<file path="config.mk">
export PLATFORM = sky130hd
export DESIGN_NAME = vx_tcu_drl_acc
export DESIGN_NICKNAME = d
export VERILOG_FILES = /design/src/rtl/vx_tcu_drl_acc_pkg.sv /design/src/rtl/vx_tcu_drl_acc_level.sv /design/src/rtl/vx_tcu_drl_acc.sv
export SDC_FILE = /design/constraint.sdc
export NUM_CORES = 1
export LEC_CHECK = 0
export CELL_PAD_IN_SITES_DETAIL_PLACEMENT = 2
export CELL_PAD_IN_SITES_GLOBAL_PLACEMENT = 2
export CORE_MARGIN = 3
export CORE_UTILIZATION = 30
export CTS_CLUSTER_DIAMETER = 120
export DETAILED_ROUTE_END_ITERATION = 10
export GPL_TIMING_DRIVEN = 0
export PLACE_DENSITY_LB_ADDON = 0.05
export SLEW_MARGIN = 25
export SYNTH_ARGS = -nofsm -noshare
export SYNTH_HDL_FRONTEND = slang
export SYNTH_SLANG_ARGS = --single-unit
</file>
<file path="constraint.sdc">
create_clock -name clk -period 2.83 [get_ports clk]
set_clock_uncertainty 0.15 [all_clocks]
set_input_delay 0.4245 -clock clk [delete_from_list [all_inputs] [get_ports clk]]
set_output_delay 0.4245 -clock clk [all_outputs]
set_load 0.05 [all_outputs]
</file>
<file path="src/rtl/vx_tcu_drl_acc_pkg.sv">
// Shared constants and helpers for the TCU accumulate (adder-tree) stage.
package vx_tcu_drl_acc_pkg;

  localparam int unsigned TCU_TAG_W = 32;

  // Number of lanes left after k pairwise-reduction levels: ceil(n / 2^k).
  function automatic int unsigned tcu_acc_lanes(input int unsigned n, input int unsigned k);
    return (n + (32'd1 << k) - 32'd1) >> k;
  endfunction

endpackage

</file>
<file path="src/rtl/vx_tcu_drl_acc_level.sv">
// One adder-tree level: sums lanes in pairs (2j, 2j+1), odd leftover lane passes through.
module vx_tcu_drl_acc_level
  import vx_tcu_drl_acc_pkg::*;
#(
  parameter int unsigned LANES_IN = 5,
  parameter int unsigned W        = 27,
  localparam int unsigned LANES_OUT = tcu_acc_lanes(LANES_IN, 1)
) (
  input  logic [LANES_IN*W-1:0]      lanes_i,
  output logic [LANES_OUT*(W+1)-1:0] lanes_o
);

  always_comb begin
    lanes_o = '0;
    for (int unsigned j = 0; j < LANES_IN / 2; j++) begin
      lanes_o[j*(W+1) +: W+1] =
          {lanes_i[(2*j)*W+W-1],   lanes_i[(2*j)*W +: W]} +
          {lanes_i[(2*j+1)*W+W-1], lanes_i[(2*j+1)*W +: W]};
    end
    // Leftover lane is sign-extended so every output lane has the same width.
    if (LANES_IN % 2 == 1) begin
      lanes_o[(LANES_OUT-1)*(W+1) +: W+1] =
          {lanes_i[LANES_IN*W-1], lanes_i[(LANES_IN-1)*W +: W]};
    end
  end

endmodule

</file>
<file path="src/rtl/vx_tcu_drl_acc.sv">
// Elastic pipelined adder tree: sums N aligned signed significands, ORs sticky, carries tags.
module vx_tcu_drl_acc
  import vx_tcu_drl_acc_pkg::*;
#(
  parameter string       INSTANCE_ID = "",
  parameter int unsigned N           = 5,
  parameter int unsigned WI          = 27,
  localparam int unsigned LEVELS     = $clog2(N),
  localparam int unsigned WS         = WI + $clog2(N)
) (
  input  logic                 clk,
  input  logic                 reset_n,
  input  logic                 valid_in,
  output logic                 ready_in,
  input  logic [TCU_TAG_W-1:0] req_id,
  input  logic                 is_int,
  input  logic [N*WI-1:0]      sigs_in,
  input  logic [N-1:0]         sticky_in,
  output logic                 valid_out,
  input  logic                 ready_out,
  output logic [WS-1:0]        sum_out,
  output logic                 sticky_out,
  output logic                 is_int_out,
  output logic [TCU_TAG_W-1:0] req_id_out
);

  logic [LEVELS-1:0]    valid_q, valid_d;
  logic [LEVELS-1:0]    en, prev_valid, load;
  logic [LEVELS-1:0]    sticky_q, sticky_d;
  logic [LEVELS-1:0]    is_int_q, is_int_d;
  logic [TCU_TAG_W-1:0] req_q [LEVELS];
  logic [TCU_TAG_W-1:0] req_d [LEVELS];

  // Level k may load unless it and every level downstream are full and the sink is stalled.
  always_comb begin
    en = '0;
    for (int unsigned k = 0; k < LEVELS; k++) begin
      en[k] = ready_out;
      for (int unsigned j = k; j < LEVELS; j++) begin
        if (!valid_q[j]) en[k] = 1'b1;
      end
    end
  end

  always_comb begin
    prev_valid    = '0;
    prev_valid[0] = valid_in;
    for (int unsigned k = 1; k < LEVELS; k++) begin
      prev_valid[k] = valid_q[k-1];
    end
  end

  assign load = en & prev_valid;

  always_comb begin
    valid_d  = valid_q;
    sticky_d = sticky_q;
    is_int_d = is_int_q;
    req_d    = req_q;
    for (int unsigned k = 0; k < LEVELS; k++) begin
      if (en[k]) valid_d[k] = prev_valid[k];
    end
    if (load[0]) begin
      sticky_d[0] = |sticky_in;
      is_int_d[0] = is_int;
      req_d[0]    = req_id;
    end
    for (int unsigned k = 1; k < LEVELS; k++) begin
      if (load[k]) begin
        sticky_d[k] = sticky_q[k-1];
        is_int_d[k] = is_int_q[k-1];
        req_d[k]    = req_q[k-1];
      end
    end
  end

  always_ff @(posedge clk or negedge reset_n) begin
    if (!reset_n) begin
      valid_q  <= '0;
      sticky_q <= '0;
      is_int_q <= '0;
      for (int unsigned k = 0; k < LEVELS; k++) begin
        req_q[k] <= '0;
      end
    end else begin
      valid_q  <= valid_d;
      sticky_q <= sticky_d;
      is_int_q <= is_int_d;
      for (int unsigned k = 0; k < LEVELS; k++) begin
        req_q[k] <= req_d[k];
      end
    end
  end

  for (genvar k = 0; k < LEVELS; k++) begin : g_lvl
    localparam int unsigned LIn  = tcu_acc_lanes(N, k);
    localparam int unsigned LOut = tcu_acc_lanes(N, k + 1);
    localparam int unsigned WIn  = WI + k;

    logic [LIn*WIn-1:0]      lanes_in;
    logic [LOut*(WIn+1)-1:0] lanes_sum, data_d, data_q;

    if (k == 0) begin : g_src_in
      assign lanes_in = sigs_in;
    end else begin : g_src_prev
      assign lanes_in = g_lvl[k-1].data_q;
    end

    vx_tcu_drl_acc_level #(
      .LANES_IN(LIn),
      .W       (WIn)
    ) u_level (
      .lanes_i(lanes_in),
      .lanes_o(lanes_sum)
    );

    // Invalid beats never disturb the data registers.
    assign data_d = load[k] ? lanes_sum : data_q;

    always_ff @(posedge clk or negedge reset_n) begin
      if (!reset_n) begin
        data_q <= '0;
      end else begin
        data_q <= data_d;
      end
    end
  end

  assign ready_in   = en[0];
  assign valid_out  = valid_q[LEVELS-1];
  assign sum_out    = g_lvl[LEVELS-1].data_q;
  assign sticky_out = sticky_q[LEVELS-1];
  assign is_int_out = is_int_q[LEVELS-1];
  assign req_id_out = req_q[LEVELS-1];

endmodule

</file>
======== After elaboration in Yosys (flattened, before gate mapping) ========
Cells that the tools add are included.
operators by class
  add/subtract/negate cells ............... 4
  muxes and demuxes ....................... 6
  bitwise gates (word level) .............. 1
  reduce and logical (&&, ||, !) cells .... 1
operators with widths
  operator          number
  $add A27 B27 Y28  2
  $add A29 B27 Y30  1
  $add A28 B28 Y29  1
  $mux W1           6
  $reduce_or A5 Y1  1
  $and A3 B3 Y3     1
word-level totals
  bits in registers ....................... 274
  bits of input ports ..................... 177
  output and inout port bits .............. 66
  logic and storage cells ................. 27

======== Longest topological paths before layout ========
  depth after elaboration ................. 4
  gate-level depth with buffers ........... 11

======== By module ========
A second synthesis with hierarchy kept.
unflattened totals
  cells, all modules ...................... 1510
  area total of the unflattened synthesis .. 17088.9 sq um
modules (own cells, without submodules)
  module                                    instances  cells each  area each (sq um)
  vx_tcu_drl_acc                            1          623         10726.5
  vx_tcu_drl_acc_level at g_lvl[0].u_level  1          431         3079.2
  vx_tcu_drl_acc_level at g_lvl[1].u_level  1          236         1695.4
  vx_tcu_drl_acc_level at g_lvl[2].u_level  1          220         1587.8

======== Least setup slack after synthesis ========
OpenSTA, ideal clock, no wires.
  kind .................................... reg-to-reg
  from .................................... register valid_q[2]
  to ...................................... register g_lvl[0].data_q[52]
  data arrival time ....................... 2.662 ns
  required time ........................... 2.603 ns
  setup slack ............................. -0.059 ns
  cell stages (with the launch flop) ...... 8
  buffers on the path ..................... 3
  cell sequence ........................... dfrtp_1 -> nand4b_1 -> nand2_1 -> clkbuf_1 -> clkbuf_1 -> clkbuf_1 -> nand2_1 -> o21ai_1
between the ends
  longest elaborated chain between the ends .. 2
RTL lines
  what                    RTL line               source
  start, declared         vx_tcu_drl_acc.sv:27   logic [LEVELS-1:0] valid_q, valid_d;
  start signal, assigned  vx_tcu_drl_acc.sv:86   valid_q <= valid_d;
  $mux W1                 vx_tcu_drl_acc.sv:40   if (!valid_q[j]) en[k] = 1'b1;
  net ready_in            vx_tcu_drl_acc.sv:14   output logic ready_in,
  $and A3 B3 Y3           vx_tcu_drl_acc.sv:53   assign load = en & prev_valid;
  end signal, assigned    vx_tcu_drl_acc.sv:124  data_q <= data_d;
  end, declared           vx_tcu_drl_acc.sv:101  logic [LOut*(WIn+1)-1:0] lanes_sum, data_d, data_q;
The timed path passes the listed nets, and every way through them passes these cells.
A chain may end at the register's enable or synchronous reset.

======== Worst setup path in the final report ========
  from .................................... register g_lvl[0].data_q[28]
  to ...................................... register g_lvl[1].data_q[22]
between the ends
  longest elaborated chain between the ends .. 1
RTL lines
  what                  RTL line                    source
  $add A28 B28 Y29      vx_tcu_drl_acc_level.sv:17  {lanes_i[(2*j)*W+W-1], lanes_i[(2*j)*W +: W]} +
  end signal, assigned  vx_tcu_drl_acc.sv:124
  end, declared         vx_tcu_drl_acc.sv:101
No other way between the ends.

==> impl_metrics.toml <==
[synthesis]
synth_area_leaders = "dfrtp_1 43%, nand2_1 11%, ha_1 8.7%, mux2_2 4.6%, a21o_1 3.8%"
syn_area_per_cell_um2 = 9.13
synth_top_area_cell = "dfrtp_1"
ys_types = 76
syn_nets = 2042
syn_inst = 1750
async_reset_ff_share_pct = 100
yosys_warnings = 0
synth-seq-cells = 274
yosysTopAreaCellShare_pct = 42.9
synth_area_um2 = 16000
yosysSeqAreaShare_pct = 42.9
synth_ff_type = "dfrtp_1"
synth_edf_count = 0

[drt]
vias = 13700
post_drt_wl_per_cell_um = 19.4
firstDrtPassIters = 4
drc = 0
drtIter0Drc = 473
ant_nets = 0
avgViaCountPerCell = 4.98
drt-total-wl_um = 53300

[final_layout]
fin_area_um2 = 21100
fin_util_pct = 40.6
drive_above_1_share_pct = 13.3
fillers = 5654
diodes = 0
final_cell_mix = "453 x nand2_1, 273 x dfrtp_1, 240 x clkdlybuf4s50_1"
fin_nets = 2345
layout_commonest_cell = "nand2_1"
syn2layout_area_growth_pct = 32.3

[global_route]
grt_pass1_wl_um = 85300
grt_max_degree = 86
grt_use_total_pct = 18.8
grt_pass1_vias = 15200
antenna_found_initial = 0
overflow = 0

[clocking]
clockBufferDepth = 3
cts_htree_levels = 2
clk_pin_slew_ns = 0.06
clk_latency_ns = 0.54
cts_inserted_buffers = 34
cts_tree = "built"
cts_root_buffer = "clkbuf_16"
cts_sinks = 274

[timing]
hold_viol_final = 0
rsz0062_at_grt = "true"
worstMarginPinSlew_ns = 0.811
period_share_pct = 99.6
period_minus_slack_ns = 2.82
fmax_mhz = 355
drv_slew = 0
relSlewSlack_pct = 46.0
timing.hold.ws_ns = 0.261
setup_viol = 0

[power_and_ir_drop]
p_sw_share_pct = 41.2
p_comb_share_pct = 48.2
seq_power_share_pct = 29.7
ir_worst_vdd_mv = 0.376
leakage_nw = 9.73
power_density_nw_per_um2 = 923
power_switching_mw = 8.05
p_int_mw = 11.5
pwr-share-clk_pct = 22.0

[critical_path]
r2r_cells = 11
critPathArrivalTime_ns = 3.07
crit-reg2reg-launch = "g_lvl[0].data_q[28]$_DFFE_PN0P_"
crit_type = "reg -> reg"
cp-start-kind = "flip-flop"
r2r-end = "g_lvl[1].data_q[22]$_DFFE_PN0P_"
rrSetupSlack_ns = 0.01
end_kind = "flip-flop"
required_ns = 3.08
path_max_fanout = 3

[floorplanning]
start_util_pct = 30.7
die-area_um2 = 56100
die_width_um = 237
dieHeight_um = 237
rows = 83
boundaryPins = 243
core_um2 = 52000

[placement]
post_dp_cell_area_um2 = 19300
dp_hpwl_um = 41300
numPortBuffers = 242
gp_congestion = 0.810

[worst_hold_path]
min_from = "req_id[17]"
hold_depth = 3
holdPathEnd = "req_q[81]$_DFFE_PN0P_"
hp-class = "in -> reg"

[run_status]
status = "complete, no violations"

[flow_run]
drv_cap = 0
==> layer usage <==
metal / routed length (µm) / vias to the layer above / GRT usage [%]
li1: - / 6677 / -
met1: 24800 / 6832 / 25.2
met4: 811 / 0 / 3.99
met5: 0 / - / 0
met2: 26200 / 171 / 32.5
met3: 1470 / 42 / 2.34
==> final cells by class <==
cell class	instances	area, µm²	area share, %
multi-input cells	1338	8970	42.4
flip-flops and latches	274	6860	32.4
repair buffers	272	2720	12.9
clock buffers	50	1020	4.84
well taps	680	851	4.02
plain buffers	111	562	2.66
inverters	22	82.6	0.391
clock inverters	8	75.1	0.355
==> power by group through the flow <==
stage | Combinational [mW] | Clock (mW) | Sequential, mW
5_1_grt | 10.4 | 4.62 | 5.96
3_3_place_gp | 8.55 | 0 | 5.80
2_1_floorplan | 5.32 | 0 | 6.29
3_5_place_dp | 8.78 | 0 | 5.84
6_report | 9.42 | 4.30 | 5.80
4_1_cts | 9.07 | 4.47 | 5.79
==> worst max-delay path by stage <==
stage | to | from
2_1_floorplan | g_lvl[0].data_q[26]$_DFFE_PN0P_ | sigs_in[0]
3_3_place_gp | valid_q[2]$_DFFE_PN0N_ | reset_n
3_5_place_dp | g_lvl[0].data_q[24]$_DFFE_PN0P_ | sigs_in[0]
4_1_cts | g_lvl[1].data_q[21]$_DFFE_PN0P_ | g_lvl[0].data_q[1]$_DFFE_PN0P_
5_1_grt | g_lvl[1].data_q[22]$_DFFE_PN0P_ | g_lvl[0].data_q[28]$_DFFE_PN0P_
6_report | g_lvl[1].data_q[22]$_DFFE_PN0P_ | g_lvl[0].data_q[28]$_DFFE_PN0P_
==> sequential cells by signal (all words and copies together) (netlist names) <==
name,cells
req_id_out,32
req_q,64
g_lvl.data_q,139
sticky_q,3
is_int_q,3
valid_q,3
sum_out,30
==> cells in the mapped netlist (7+ instances only) <==
master,n
a211oi_1,10
buf_4,32
nor3b_1,9
o21a_1,11
nor3_1,9
mux2_2,65
xor2_1,41
nor2b_1,7
xnor2_1,48
ha_1,111
and2_1,8
and3_1,9
inv_1,22
o21ai_1,38
buf_1,9
a31oi_1,19
o21bai_1,11
nand2b_1,12
nand2_1,455
o21ai_0,105
clkbuf_1,72
a21oi_1,92
nor2_1,53
dfrtp_1,274
nand3_1,29
nand4_1,21
a21o_1,80
==> worst max-delay path: stages, from the launching register on <==
cell and delay [ns]:
dfrtp_1 0.38, ha_2 0.21, fa_2 0.36, a21o_1 0.19, a211oi_2 0.29, o21ai_2 0.15
a22oi_2 0.27, buf_4 0.17, a21o_1 0.12, o21a_1 0.14, xor2_1 0.17, o21ai_1 0.07
==> stage by stage <==
step | power [mW] | std cells | setup slack [ns] | setup TNS, ns
2_1_floorplan | 11.6 | 1750 | 0.0568 | 0
3_3_place_gp | 14.3 | 2672 | -12.20 | -3152.71
3_5_place_dp | 14.6 | 2675 | -0.936 | -89.62
4_1_cts | 19.3 | 2742 | -0.00930 | -0.00930
5_1_grt | 21.0 | 2755 | -0.141 | -0.744
6_report | 19.5 | 2755 | 0.0112 | 0
==> timing repair <==
item	CTS	global route
hold buffers	1	0
pin swaps	21	40
hold endpoints to repair	56	0
setup endpoints to repair	105	106
buffers inserted	8	18
resized for setup	40	70
==> cells by family after synthesis <==
group / count (synthesis) / share of synthesized area [%]
multiplexers: 68 / 4.77
buffers and inverters: 138 / 4.06
XOR/XNOR: 89 / 4.88
flip-flops: 274 / 42.9
adder cells (fa/ha/maj): 115 / 9.20
AO/OA/AOI/OAI: 437 / 17.6
AND/OR/NAND/NOR: 629 / 16.6
Power figures use the tool's default switching activity.
